$ cat config.mk
export PLATFORM = sky130hd
export DESIGN_NAME = sideband_msg_serializer_flat
export DESIGN_NICKNAME = d
export VERILOG_FILES = /design/src/rtl/sideband_msg_serializer_if.sv /design/src/rtl/sideband_msg_serializer.sv /design/src/flat_wrapper.sv
export SDC_FILE = /design/constraint.sdc
export NUM_CORES = 1
export LEC_CHECK = 0
export ABC_AREA = 1
export BUFFER_PORTS_ARGS = -buffer_cell sky130_fd_sc_hd__buf_4
export CAP_MARGIN = 10
export CORE_ASPECT_RATIO = 1.75
export CORE_UTILIZATION = 41
export CTS_CLUSTER_DIAMETER = 150
export DETAILED_ROUTE_END_ITERATION = 12
export PLACE_DENSITY = 0.6
export REMOVE_ABC_BUFFERS = 1
export SYNTH_ARGS = -nofsm -noshare
export SYNTH_HDL_FRONTEND = slang
export SYNTH_SLANG_ARGS = --single-unit
$ cat constraint.sdc
create_clock -name clk -period 4.3 [get_ports clk]
set_input_delay 1.29 -clock clk [delete_from_list [all_inputs] [get_ports clk]]
set_output_delay 1.29 -clock clk [all_outputs]
set_load 0.01 [all_outputs]
$ cat src/rtl/sideband_msg_serializer_if.sv
// Sideband serializer handshake bundle: message enqueue side plus serial link side.
// master = message producer / link consumer, slave = serializer.
interface sideband_msg_serializer_if #(
  parameter int MSG_W  = 4,
  parameter int DATA_W = 16
) ();
  logic              i_valid;
  logic [MSG_W-1:0]  i_encoded_sideband_message;
  logic [DATA_W-1:0] i_data_bits;
  logic              i_link_ready;
  logic              o_ser_data;
  logic              o_ser_valid;
  logic              o_frame_start;
  logic              o_busy;
  logic              o_busy_negedge_detected;
  logic              o_overflow;

  modport master (
    output i_valid,
    output i_encoded_sideband_message,
    output i_data_bits,
    output i_link_ready,
    input  o_ser_data,
    input  o_ser_valid,
    input  o_frame_start,
    input  o_busy,
    input  o_busy_negedge_detected,
    input  o_overflow
  );

  modport slave (
    input  i_valid,
    input  i_encoded_sideband_message,
    input  i_data_bits,
    input  i_link_ready,
    output o_ser_data,
    output o_ser_valid,
    output o_frame_start,
    output o_busy,
    output o_busy_negedge_detected,
    output o_overflow
  );
endinterface

$ cat src/rtl/sideband_msg_serializer.sv
// Queues {message, data} words and shifts each out MSB-first as a sideband frame.
// Define SB_PARITY_EN to append an even-parity bit to every frame.
module sideband_msg_serializer #(
  parameter int MSG_W      = 4,
  parameter int DATA_W     = 16,
  parameter int FIFO_DEPTH = 4,
  parameter int GAP_CYCLES = 2
) (
  input logic clk,
  input logic rst_n,
  sideband_msg_serializer_if.slave sb
);
  localparam int WORD_W = MSG_W + DATA_W;
`ifdef SB_PARITY_EN
  localparam int FRAME_LEN = WORD_W + 1;
`else
  localparam int FRAME_LEN = WORD_W;
`endif
  localparam int PTR_W = $clog2(FIFO_DEPTH);
  localparam int CNT_W = PTR_W + 1;
  localparam int BIT_W = $clog2(FRAME_LEN);
  localparam int GAP_W = $clog2(GAP_CYCLES + 1);

  localparam logic [1:0] ST_IDLE  = 2'd0;
  localparam logic [1:0] ST_SHIFT = 2'd1;
  localparam logic [1:0] ST_GAP   = 2'd2;

  logic [1:0]           state, state_nx;
  logic [BIT_W-1:0]     bit_cnt, bit_cnt_nx;
  logic [GAP_W-1:0]     gap_cnt, gap_cnt_nx;
  logic [WORD_W-1:0]    mem [FIFO_DEPTH];
  logic [PTR_W-1:0]     wr_ptr, rd_ptr;
  logic [CNT_W-1:0]     count, count_nx;
  logic [FRAME_LEN-1:0] shreg, frame_word;
  logic [WORD_W-1:0]    head;
  logic                 busy, busy_nx, busy_fall;
  logic                 overflow;
  logic                 full, pop, push, drop;

  assign full = (count == CNT_W'(FIFO_DEPTH));
  assign pop  = (state == ST_IDLE) && (count != '0);
  // a pop in the same cycle frees the slot a full-queue push needs
  assign push = sb.i_valid && (!full || pop);
  assign drop = sb.i_valid && full && !pop;
  assign head = mem[rd_ptr];

`ifdef SB_PARITY_EN
  assign frame_word = {head, ^head};
`else
  assign frame_word = head;
`endif

  always_comb begin
    state_nx   = state;
    bit_cnt_nx = bit_cnt;
    gap_cnt_nx = gap_cnt;
    unique case (state)
      ST_IDLE: begin
        if (pop) state_nx = ST_SHIFT;
      end
      ST_SHIFT: begin
        if (sb.i_link_ready) begin
          if (bit_cnt == BIT_W'(FRAME_LEN - 1)) begin
            state_nx   = ST_GAP;
            bit_cnt_nx = '0;
          end else begin
            bit_cnt_nx = bit_cnt + BIT_W'(1);
          end
        end
      end
      ST_GAP: begin
        if (gap_cnt == GAP_W'(GAP_CYCLES - 1)) begin
          state_nx   = ST_IDLE;
          gap_cnt_nx = '0;
        end else begin
          gap_cnt_nx = gap_cnt + GAP_W'(1);
        end
      end
      default: state_nx = ST_IDLE;
    endcase
  end

  always_comb begin
    count_nx = count;
    unique case ({push, pop})
      2'b10:   count_nx = count + CNT_W'(1);
      2'b01:   count_nx = count - CNT_W'(1);
      default: count_nx = count;
    endcase
  end

  assign busy_nx = (count_nx != '0) || (state_nx != ST_IDLE);

  always_ff @(posedge clk) begin
    if (push) mem[wr_ptr] <= {sb.i_encoded_sideband_message,
                              sb.i_data_bits};
  end

  always_ff @(posedge clk) begin
    if (!rst_n) begin
      state     <= ST_IDLE;
      bit_cnt   <= '0;
      gap_cnt   <= '0;
      wr_ptr    <= '0;
      rd_ptr    <= '0;
      count     <= '0;
      shreg     <= '0;
      busy      <= 1'b0;
      busy_fall <= 1'b0;
      overflow  <= 1'b0;
    end else begin
      state     <= state_nx;
      bit_cnt   <= bit_cnt_nx;
      gap_cnt   <= gap_cnt_nx;
      count     <= count_nx;
      busy      <= busy_nx;
      busy_fall <= busy & ~busy_nx;
      if (push) wr_ptr <= wr_ptr + PTR_W'(1);
      if (pop)  rd_ptr <= rd_ptr + PTR_W'(1);
      if (drop) overflow <= 1'b1;
      if (pop)
        shreg <= frame_word;
      else if (state == ST_SHIFT && sb.i_link_ready)
        shreg <= shreg << 1;
    end
  end

  assign sb.o_ser_data    = (state == ST_SHIFT) & shreg[FRAME_LEN-1];
  assign sb.o_ser_valid   = (state == ST_SHIFT) & sb.i_link_ready;
  assign sb.o_frame_start = (state == ST_SHIFT) & (bit_cnt == '0)
                          & sb.i_link_ready;
  assign sb.o_busy                  = busy;
  assign sb.o_busy_negedge_detected = busy_fall;
  assign sb.o_overflow              = overflow;
endmodule

$ cat src/flat_wrapper.sv
// flat-port wrapper written by rule: the top's interface ports become plain ports
module sideband_msg_serializer_flat 
#(
  parameter int MSG_W      = 4,
  parameter int DATA_W     = 16,
  parameter int FIFO_DEPTH = 4,
  parameter int GAP_CYCLES = 2
)
  (clk, rst_n, sb_i_valid, sb_i_encoded_sideband_message, sb_i_data_bits, sb_i_link_ready, sb_o_ser_data, sb_o_ser_valid, sb_o_frame_start, sb_o_busy, sb_o_busy_negedge_detected, sb_o_overflow);
  sideband_msg_serializer_if #(.MSG_W(MSG_W), .DATA_W(DATA_W)) sb_i ();
  input logic clk;
  input logic rst_n;
  input wire logic [$bits(sb_i.i_valid)-1:0] sb_i_valid;
  input wire logic [$bits(sb_i.i_encoded_sideband_message)-1:0] sb_i_encoded_sideband_message;
  input wire logic [$bits(sb_i.i_data_bits)-1:0] sb_i_data_bits;
  input wire logic [$bits(sb_i.i_link_ready)-1:0] sb_i_link_ready;
  output wire logic [$bits(sb_i.o_ser_data)-1:0] sb_o_ser_data;
  output wire logic [$bits(sb_i.o_ser_valid)-1:0] sb_o_ser_valid;
  output wire logic [$bits(sb_i.o_frame_start)-1:0] sb_o_frame_start;
  output wire logic [$bits(sb_i.o_busy)-1:0] sb_o_busy;
  output wire logic [$bits(sb_i.o_busy_negedge_detected)-1:0] sb_o_busy_negedge_detected;
  output wire logic [$bits(sb_i.o_overflow)-1:0] sb_o_overflow;
  assign sb_i.i_valid = sb_i_valid;
  assign sb_i.i_encoded_sideband_message = sb_i_encoded_sideband_message;
  assign sb_i.i_data_bits = sb_i_data_bits;
  assign sb_i.i_link_ready = sb_i_link_ready;
  assign sb_o_ser_data = sb_i.o_ser_data;
  assign sb_o_ser_valid = sb_i.o_ser_valid;
  assign sb_o_frame_start = sb_i.o_frame_start;
  assign sb_o_busy = sb_i.o_busy;
  assign sb_o_busy_negedge_detected = sb_i.o_busy_negedge_detected;
  assign sb_o_overflow = sb_i.o_overflow;
  sideband_msg_serializer #(.MSG_W(MSG_W), .DATA_W(DATA_W), .FIFO_DEPTH(FIFO_DEPTH), .GAP_CYCLES(GAP_CYCLES)) u_core (.clk(clk), .rst_n(rst_n), .sb(sb_i));
endmodule
# [Word level (Yosys, flattened, before mapping)]
# Memories as Yosys holds them, arrays and structs flattened. A register that Yosys moved wholly into a read port is not among the register bits.
# Index checks and enable logic that the tools add are counted.
[op_classes] n_mux=14 add_sub_neg=6 eq_ne=7 bitwise=6 reduce_logical=16
[op_table] op="20-bit two-way mux" count=2
[op_table] op="2-bit two-way mux" count=7
[op_table] op="2-bit by 1-bit adder with 2-bit output (second input constant)" count=3
[op_table] op="2-bit by 1-bit equality test with 1-bit output (second input constant)" count=3
[op_table] op="2-bit one-hot mux with 3 select lines" count=1
[op_table] op="3-bit one-hot mux with 2 select lines" count=1
[op_table] op="3-bit nonzero test" count=2
[op_table] op="5-bit by 1-bit adder with 5-bit output (second input constant)" count=1
[op_table] op="1-bit bitwise AND" count=5
[op_table] op="5-bit equality test (second input constant)" count=1
[op_table] op="1-bit logical AND" count=5
[op_table] op="5-bit zero test" count=1
[op_table] op="5-bit two-way mux" count=1
[op_table] op="2-bit equality test (second input constant)" count=2
[op_table] op="2-bit nonzero test" count=2
[op_table] op="3-bit by 1-bit adder with 3-bit output (second input constant)" count=1
[op_table] op="3-bit equality test (second input constant)" count=1
[op_table] op="3-bit by 1-bit subtractor with 3-bit output (second input constant)" count=1
[op_table] op="1-bit zero test" count=2
[op_table] op="2-bit zero test" count=1
[op_table] op="1-bit logical OR" count=2
[op_table] op="1-bit two-way mux" count=2
[op_table] op="2-bit AND reduction" count=1
[op_table] op="1-bit inverter" count=1
[word_totals] output_inout_bits=6 word_cells=60 regBits=39 n_memories=1 inputBits=24 ramBits=80
[memory_table] memory="u_core.mem" words=4 width=20 read_ports=1 rd_ports_with_merged_regs=1 wr=1 line_no="sideband_msg_serializer.sv:31" source="logic [WORD_W-1:0] mem [FIFO_DEPTH];"

# [Logic depth before layout (Yosys ltp)]
# Gate-level depths: netlist of run 1.
[logic_depth] word_depth=10 mapped_depth=11

# [Least setup slack after synthesis of run 1]
# Ideal clock, no wire load.
[synth_timing] kind="input to output" from="in sb_i_link_ready" to="out sb_o_ser_valid" t_arrival_ps=1594 slack_ps=1416 stages=3 cell_sequence="nand2_4 > inv_2 > buf_2"
[synth_between] elab_chain_len=1
[synth_lines] element="start: declaration" line_no="flat_wrapper.sv:16" source="input wire logic [$bits(sb_i.i_link_ready)-1:0] sb_i_link_ready;"
[synth_lines] element="1-bit bitwise AND" line_no="sideband_msg_serializer.sv:129" source="assign sb.o_ser_valid = (state == ST_SHIFT) & sb.i_link_ready;"
[synth_lines] element="end: declaration" line_no="flat_wrapper.sv:18" source="output wire logic [$bits(sb_i.o_ser_valid)-1:0] sb_o_ser_valid;"
# No other way between the ends.

# [Worst setup path in the final report of run 1]
# Same ends and word-level chain as after synthesis.

==> flow_summary.toml, run 1 <==
[cells_and_area]
utilization_pct = 50.0
antenna_cells = 0
fin_nets = 526
layoutNonFillerInstCount = 642
multi_input_area_mm2 = 0.00138
design_area_mm2 = 0.00575
drive_gt1_share_pct = 16.2
synthToLayoutAreaGrowth_pct = 18.8
nFillCells = 1061
regArea_mm2 = 0.00322

[synthesis]
synth_top_family_by_area = "simple AND/OR/NAND/NOR gates"
synth_xor_area_share_pct = 0.362
synth_seq_cells = 121
synth.distinct_cells = 34
synth_compound_area_share_pct = 9.15
yosysSeqAreaShare_pct = 66.6
synthMuxAreaShare_pct = 0
netlist_area_mm2 = 0.00484
synth-simple-area-share_pct = 16.8
synth_fa_ha_area_share_pct = 1.96
yosysWarningCount = 0
avgSynthCellArea_um2 = 10.5
postSynthCellCount = 460

[detailed_routing]
drtAntennaViolNets = 0
viasPerCell = 5.22
wl_per_cell_um = 15.0
vias = 3349
route.detailed.drc = 2
drt-initial-drc-count = 154
wirelength_mm = 9.63
first_pass_iters = 8

[place]
dp_hpwl_mm = 6.12
place_area_mm2 = 0.00519
gp_congestion = 0.771
port_buffers = 29
dpl.cell_count = 610
dp_slack_ns = 1.05

[setup_path]
reg2reg_from = "u_core.state[1]"
arrival_ns = 1.96
cp_max_fo = 20
required_ns = 3.01
regToRegSetupSlack_ns = 2.33
cp-end-kind = "output pin"
rr_worst_depth = 9
rr_endpoint = "u_core.sb.o_busy"
critPathLaunchType = "primary input"
worstSetupPathType = "primary input to output pin"

[min_path]
holdPathStages = 2
worstHoldEndpoint = "u_core.sb.o_busy_negedge_detected"
hp-class = "register to register"
hold_path.startpoint = "u_core.sb.o_busy"

[timing]
fin_tns_setup_ns = 0
hold_viol = 0
finalSetupViolCount = 0
fin_crit_ns = 3.25
rsz0062_at_grt = "no"
fin_crit_sh_pct = 75.5
fin_ws_ns = 1.05
fin_skew_ns = 0.00641
max_slew.worst_pin.slew_ns = 0.734
whs_ns = 0.431
drv_slew = 0
fmax_mhz = 308
slew_headroom_pct = 51.0

[clocking]
numCtsBuffers = 17
cts-root-buf = "clkbuf_16"
clock_path_buffers = 2
tritoncts = "yes"
cts_setup_buffers = 0
cts_sinks = 121
clk_pin_slew_ns = 0.05
worstSkewPairLatency_ns = 0.40
ctsResizeCount = 0
h-tree-depth = 4
ctsHoldBuffers = 0

[power_and_ir_drop]
power.density_mw_per_mm2 = 653
p_leak_nw = 2.16
vdd_drop_max_uv = 291
finalPower_mw = 3.76

[global_route]
antenna_found_initial = 0
grt_usage_pct = 17.1
grt_max_degree = 42
grt_pass1_vias = 3381
grt_overflow = 0
grt_pass1_wl_mm = 15.9

[floorplan]
chipHeight_um = 146
rows = 52
dieArea_mm2 = 0.0123
core_area_mm2 = 0.0115
die_w_um = 84.2
pin_count = 30
initial_utilization_pct = 42.0

[status]
status = "finished with violations"
violations = "design-rule violations"

[flow_run]
cap_violations = 0
==> critical path: stages <==
cell     delay, ns
buf_4         0.10
nand2_4       0.09
inv_2         0.29
buf_4         0.19
==> cell usage after synthesis, drive strengths merged <==
| cell type | n | area (µm²) |
|---|---|---|
| nand4 | 2 | 12.5 |
| o21ai | 31 | 155 |
| xor2 | 1 | 8.76 |
| edfxtp | 80 | 2400 |
| buf | 5 | 36.3 |
| inv | 42 | 158 |
| nand2 | 101 | 392 |
| nor3 | 1 | 5.00 |
| xnor2 | 1 | 8.76 |
| fa | 1 | 20.0 |
| nand3b | 1 | 7.51 |
| nor2 | 47 | 196 |
| a21oi | 16 | 83.8 |
| ha | 6 | 75.1 |
| clkbuf | 15 | 56.3 |
| o211ai | 5 | 37.5 |
| nor3b | 1 | 7.51 |
| a31oi | 12 | 75.1 |
| nand3 | 35 | 180 |
| dfxtp | 41 | 821 |
| nor4 | 2 | 12.5 |
| o22ai | 12 | 75.1 |
| a211oi | 1 | 7.51 |
| o221ai | 1 | 8.76 |
==> cell usage in the layout, fill, tap and decap left out, types with 2 or more instances in the layout <==
master and count:
o211ai_1 5, clkinv_1 2, ha_1 6, dfxtp_1 41, clkinvlp_4 4, o22ai_1 12
inv_1 38, inv_2 4, o21ai_0 30, clkinv_2 5, nand2_2 2, clkbuf_16 17
a31oi_1 12, a21oi_1 15, nand2_1 98, nor2_1 39, buf_4 35, clkinv_4 2
nand4_1 2, nor2_4 2, nor4_1 2, nand3_1 34, nor2_2 6, edfxtp_1 80
==> how the worst max path moves through the flow <==
stage,slack (ns),start,to,cells after the start
after CTS,1.05,sb_i_link_ready,sb_o_ser_valid,4
final,1.05,sb_i_link_ready,sb_o_ser_valid,4
after floorplan,1.44,sb_i_link_ready,sb_o_ser_valid,2
after detailed placement,1.05,sb_i_link_ready,sb_o_ser_valid,4
after global placement,1.06,sb_i_link_ready,sb_o_ser_valid,4
after global routing,1.0,sb_i_link_ready,sb_o_ser_valid,4
==> routing by layer <==
metal / global-route usage (%) / vias up / wire length (µm)
met5: 0 / - / 0
met4: 8.19 / 0 / 166
met3: 4.71 / 12 / 326
met2: 31.0 / 52 / 5250
met1: 18.0 / 1640 / 3890
li1: - / 1645 / -
==> layout make-up <==
cell class | count | share of cell area, %
well taps | 135 | 2.94
inverters | 42 | 2.74
repair buffers | 36 | 5.04
clock buffers | 17 | 7.39
flip-flops and latches | 121 | 56.0
clock inverters | 14 | 1.91
multi-input cells | 277 | 24.0
==> flip-flops by register name, summed over array words and instances (netlist names), named ones only <==
name,count
u_core.mem,80
u_core.shreg,20
u_core.bit_cnt,5
u_core.count,3
u_core.gap_cnt,2
u_core.rd_ptr,2
u_core.state,2
u_core.wr_ptr,2
u_core.sb.o_busy,1
u_core.sb.o_busy_negedge_detected,1
u_core.sb.o_overflow,1
==> report_power, final <==
part | switching, mW | internal [mW] | total (mW) | leakage (nW)
Clock | 0.480 | 0.780 | 1.26 | 0.255
Sequential | 0.0794 | 1.43 | 1.51 | 1.07
Combinational | 0.667 | 0.322 | 0.989 | 0.839
Total | 1.23 | 2.53 | 3.76 | 2.16
==> logic make-up after synthesis <==
logic type / count (synthesis)
XOR/XNOR: 2
AO/OA/AOI/OAI: 78
buffers and inverters: 62
flip-flops: 121
adder cells (fa/ha/maj): 7
AND/OR/NAND/NOR: 190
No activity file was read; power rests on OpenSTA's default activity.
==> inputs of run 2 (changes only) <==
Clock period 4.3 ns to 3.05 ns, I/O delays scaled along.
==> flow_summary.toml, run 2 (same netlist as run 1, synthesis figures left out) <==
[global_route]
grt_pass1_vias = 3372
grt_pass1_wl_mm = 15.8
antenna_found_initial = 0
grt_usage_pct = 17.0
grt_overflow = 0
grt_max_degree = 41

[cells_and_area]
design_area_mm2 = 0.00576
synthToLayoutAreaGrowth_pct = 19.0
layoutNonFillerInstCount = 643
final_common_cell = "nand2_1"
fin_nets = 526
reg_top3 = "u_core.mem x80, u_core.shreg x20, u_core.bit_cnt x5"
drive_gt1_share_pct = 15.9
antenna_cells = 0
top_register = "u_core.mem"
largest_register_ffs = 80
layout_common_cells = "nand2_1, edfxtp_1, dfxtp_1, nor2_1, inv_1"

[floorplan]
rows = 52
pin_count = 30
chipHeight_um = 146
die_w_um = 84.2
dieArea_mm2 = 0.0123
initial_utilization_pct = 42.0
core_area_mm2 = 0.0115

[setup_path]
critPathTopFamily = "buffers and inverters"
cp.depth = 5
cp_cell_sequence = "inv_1 > nor2_4 > nand2_4 > inv_2 > buf_4"
crit_start = "u_core.state[0]"
critPathSlowestCell = "dfxtp_1"
worstSetupPathType = "register to output pin"
rr_worst_depth = 9
critPathLaunchType = "register"
reg2reg_from = "u_core.state[1]"
cp-end-kind = "output pin"
arrival_ns = 1.59
cp_max_fo = 20
max_stage_delay_ns = 0.37
cp_num_buf_inv = 3
required_ns = 2.13

[detailed_routing]
vias = 3333
drt-initial-drc-count = 139
drtAntennaViolNets = 0
route.detailed.drc = 2
wl_per_cell_um = 15.0
first_pass_iters = 9
wirelength_mm = 9.63
viasPerCell = 5.18

[clocking]
cts_sinks = 121
tritoncts = "yes"
clk_pin_slew_ns = 0.05
numCtsBuffers = 17
worstSkewPairLatency_ns = 0.41
ctsHoldBuffers = 0
ctsResizeCount = 0
cts_setup_buffers = 0
cts-root-buf = "clkbuf_16"
h-tree-depth = 4
clock_path_buffers = 2

[place]
dp_hpwl_mm = 6.17
port_buffers = 29
gp_congestion = 0.808
dpl.cell_count = 611
place_area_mm2 = 0.00520

[status]
status = "finished with violations"
violations = "design-rule violations"

[timing]
fin_crit_ns = 2.50
fmax_mhz = 399
fin_skew_ns = 0.00847
finalSetupViolCount = 0
fin_tns_setup_ns = 0
fin_crit_sh_pct = 82.1
whs_ns = 0.436
rsz0062_at_grt = "no"
hold_viol = 0
max_slew.worst_pin.slew_ns = 0.721
drv_slew = 0
slew_headroom_pct = 51.9

[power_and_ir_drop]
p_leak_nw = 2.16
power.density_mw_per_mm2 = 934
vdd_drop_max_uv = 397

[min_path]
hp-class = "register to register"
hold_path.startpoint = "u_core.sb.o_busy"
holdPathStages = 2

[flow_run]
cap_violations = 0
==> run 2: layer usage <==
metal | up-vias | track usage [%] | share of wire [%] | wire, µm
li1 | 1651 | - | - | -
met1 | 1614 | 17.8 | 40 | 3860
met2 | 62 | 31.3 | 56 | 5370
met3 | 6 | 4.25 | 2.9 | 281
met4 | 0 | 8.02 | 1.3 | 123
met5 | - | 0 | 0 | 0
==> run 2: area by class of cell <==
| class | count | area, µm² |
|---|---|---|
| sequential | 121 | 3220 |
| multi-input combinational | 277 | 1380 |
| tap | 135 | 169 |
| clock buffer | 19 | 433 |
| inverter | 42 | 158 |
| timing repair buffer | 36 | 270 |
| fill | 1046 | 5750 |
| clock inverter | 13 | 130 |
==> run 2: per-stage QoR <==
step / utilization, % / total power [mW] / setup slack, ns
floorplan: - / 3.10 / 0.705
global placement: 45.1 / 3.53 / 0.557
detailed placement: 45.1 / 3.56 / 0.504
CTS: 50.0 / 5.44 / 0.512
global route: 50.0 / 5.72 / 0.419
finish: 50.0 / 5.38 / 0.546
==> run 2: power by group <==
part	switching, mW	internal [mW]
Sequential	0.113	2.01
Clock	0.681	1.19
Combinational	0.944	0.437
==> run 2: path summary, 6_finish.rpt <==
check	to	slack (ns)
worst min-delay path	u_core.sb.o_busy_negedge_detected	0.44
worst min register to register	u_core.sb.o_busy_negedge_detected	0.44
worst max-delay path	sb_o_ser_valid	0.55
worst max register to register	u_core.sb.o_busy	1.09
==> run 2: worst reg2reg max path, cell delays in order, from the launching register on <==
cell	delay, ns
dfxtp_1	0.36
nor2_4	0.17
nand3b_1	0.21
fa_1	0.44
xnor2_1	0.19
inv_1	0.06
nand2_1	0.08
nand3_1	0.07
nor2_1	0.14
a21oi_1	0.08
==> inputs of run 3 (changes only) <==
Clock period 3.05 ns to 2.4 ns, I/O delays scaled along.
==> flow_summary.toml, run 3 (same netlist as run 1, synthesis figures left out) <==
[status]
status = "finished with violations"
violations = "design-rule violations"

[min_path]
hold_path.startpoint = "u_core.sb.o_busy"
hp-class = "register to register"
holdPathStages = 2

[clocking]
ctsResizeCount = 0
ctsHoldBuffers = 0
cts_setup_buffers = 0
numCtsBuffers = 17
cts-root-buf = "clkbuf_16"
tritoncts = "yes"
cts_sinks = 121
clock_path_buffers = 2
clk_pin_slew_ns = 0.05
worstSkewPairLatency_ns = 0.41
h-tree-depth = 4

[global_route]
grt_pass1_wl_mm = 15.9
grt_overflow = 0
grt_usage_pct = 17.1
use_met3_pct = 4.25
grt_pass1_vias = 3336
grt_max_degree = 41
met2_usage_pct = 31.1
use_met1_pct = 18.2
busiest_layer = "met2"
antenna_found_initial = 0

[setup_path]
arrival_ns = 1.38
worstSetupPathType = "register to output pin"
required_ns = 1.68
rr_worst_depth = 10
crit_start = "u_core.state[0]"
reg2reg_from = "u_core.count[2]"
cp_max_fo = 9
critPathLaunchType = "register"
cp-end-kind = "output pin"

[timing]
fin_crit_ns = 2.10
max_slew.worst_pin.slew_ns = 0.700
fin_skew_ns = 0.0118
drv_slew = 0
rsz0062_at_grt = "no"
slew_headroom_pct = 53.3
fmax_mhz = 477
fin_tns_setup_ns = 0
hold_viol = 0
finalSetupViolCount = 0
fin_crit_sh_pct = 87.4

[detailed_routing]
viasPerCell = 5.17
first_pass_iters = 8
drtAntennaViolNets = 0
drt-initial-drc-count = 173
vias = 3337
wirelength_mm = 9.73
route.detailed.drc = 2
wl_per_cell_um = 15.1

[cells_and_area]
final_common_cell = "nand2_1"
top_register = "u_core.mem"
drive_gt1_share_pct = 17.0
nFillCells = 1039
fin_nets = 529
largest_register_ffs = 80
antenna_cells = 0
synthToLayoutAreaGrowth_pct = 21.3
multi_input_area_mm2 = 0.00138
regArea_mm2 = 0.00322
reg_top3 = "u_core.mem x80, u_core.shreg x20, u_core.bit_cnt x5"
design_area_mm2 = 0.00587
layout_common_cells = "nand2_1, edfxtp_1, dfxtp_1, nor2_1, buf_4"

[power_and_ir_drop]
p_leak_nw = 2.22
p_clk_share_pct = 38.0
p_sw_share_pct = 31.4
seqPwrFrac_pct = 37.5
pwr-share-comb_pct = 24.5
p_switching_mw = 2.27
p_int_mw = 4.98
vdd_drop_max_uv = 469
power.density_mw_per_mm2 = 1230

[place]
gp_congestion = 0.799
dp_hpwl_mm = 6.20
port_buffers = 29
place_area_mm2 = 0.00522

[floorplan]
dieArea_mm2 = 0.0123
chipHeight_um = 146
core_area_mm2 = 0.0115
initial_utilization_pct = 42.0
die_w_um = 84.2
pin_count = 30
rows = 52

[flow_run]
cap_violations = 0
[run 3: through the flow]
stage / instances / hold WS, ns / worst slack [ns] / utilization [%] / power, mW
4_1_cts: 646 / 0.437 / 0.276 / 51.0 / 7.32
3_5_place_dp: 614 / 0.429 / 0.159 / 45.3 / 4.55
2_1_floorplan: 440 / 0.416 / 0.250 / - / 3.94
5_1_grt: 646 / 0.455 / 0.173 / 51.0 / 7.68
6_report: 646 / 0.432 / 0.303 / 51.0 / 7.25
3_3_place_gp: 614 / 0.422 / 0.235 / 45.3 / 4.51
[run 3: layout make-up]
cell class                      instances  share of cell area [%]
Timing Repair Buffer                   39                    4.99
Multi-Input combinational cell        277                    23.5
Tap cell                              135                    2.88
Sequential cell                       121                    54.9
Clock inverter                         15                    3.84
Clock buffer                           17                    7.24
Inverter                               42                    2.68
[run 3: final timing paths]
| check | end | slack, ns |
|---|---|---|
| setup / recovery | sb_o_frame_start | 0.30 |
| hold / removal | u_core.sb.o_busy_negedge_detected | 0.43 |
| setup reg to reg | u_core.sb.o_busy | 0.53 |
| hold reg to reg | u_core.sb.o_busy_negedge_detected | 0.43 |
[run 3: worst max-delay path, cell delays in order, from the launching register on]
cell and delay [ns]:
dfxtp_1 0.38, inv_1 0.10, nor2_4 0.14, nand2_4 0.12
nor2_1 0.12, buf_4 0.12
[run 3: per-layer routing]
metal  up-vias  wire [µm]
li1       1652          -
met1      1615       3950
met2        56       5240
met3        14        350
met4         0        192
met5         -          0
[run 3: power groups by stage]
stage	sequential (mW)	combinational, mW	clock (mW)
after detailed placement	2.76	1.79	0
final	2.72	1.77	2.76
after global routing	2.76	2.03	2.89
after global placement	2.75	1.75	0
after CTS	2.72	1.80	2.80
after floorplan	2.77	1.17	0
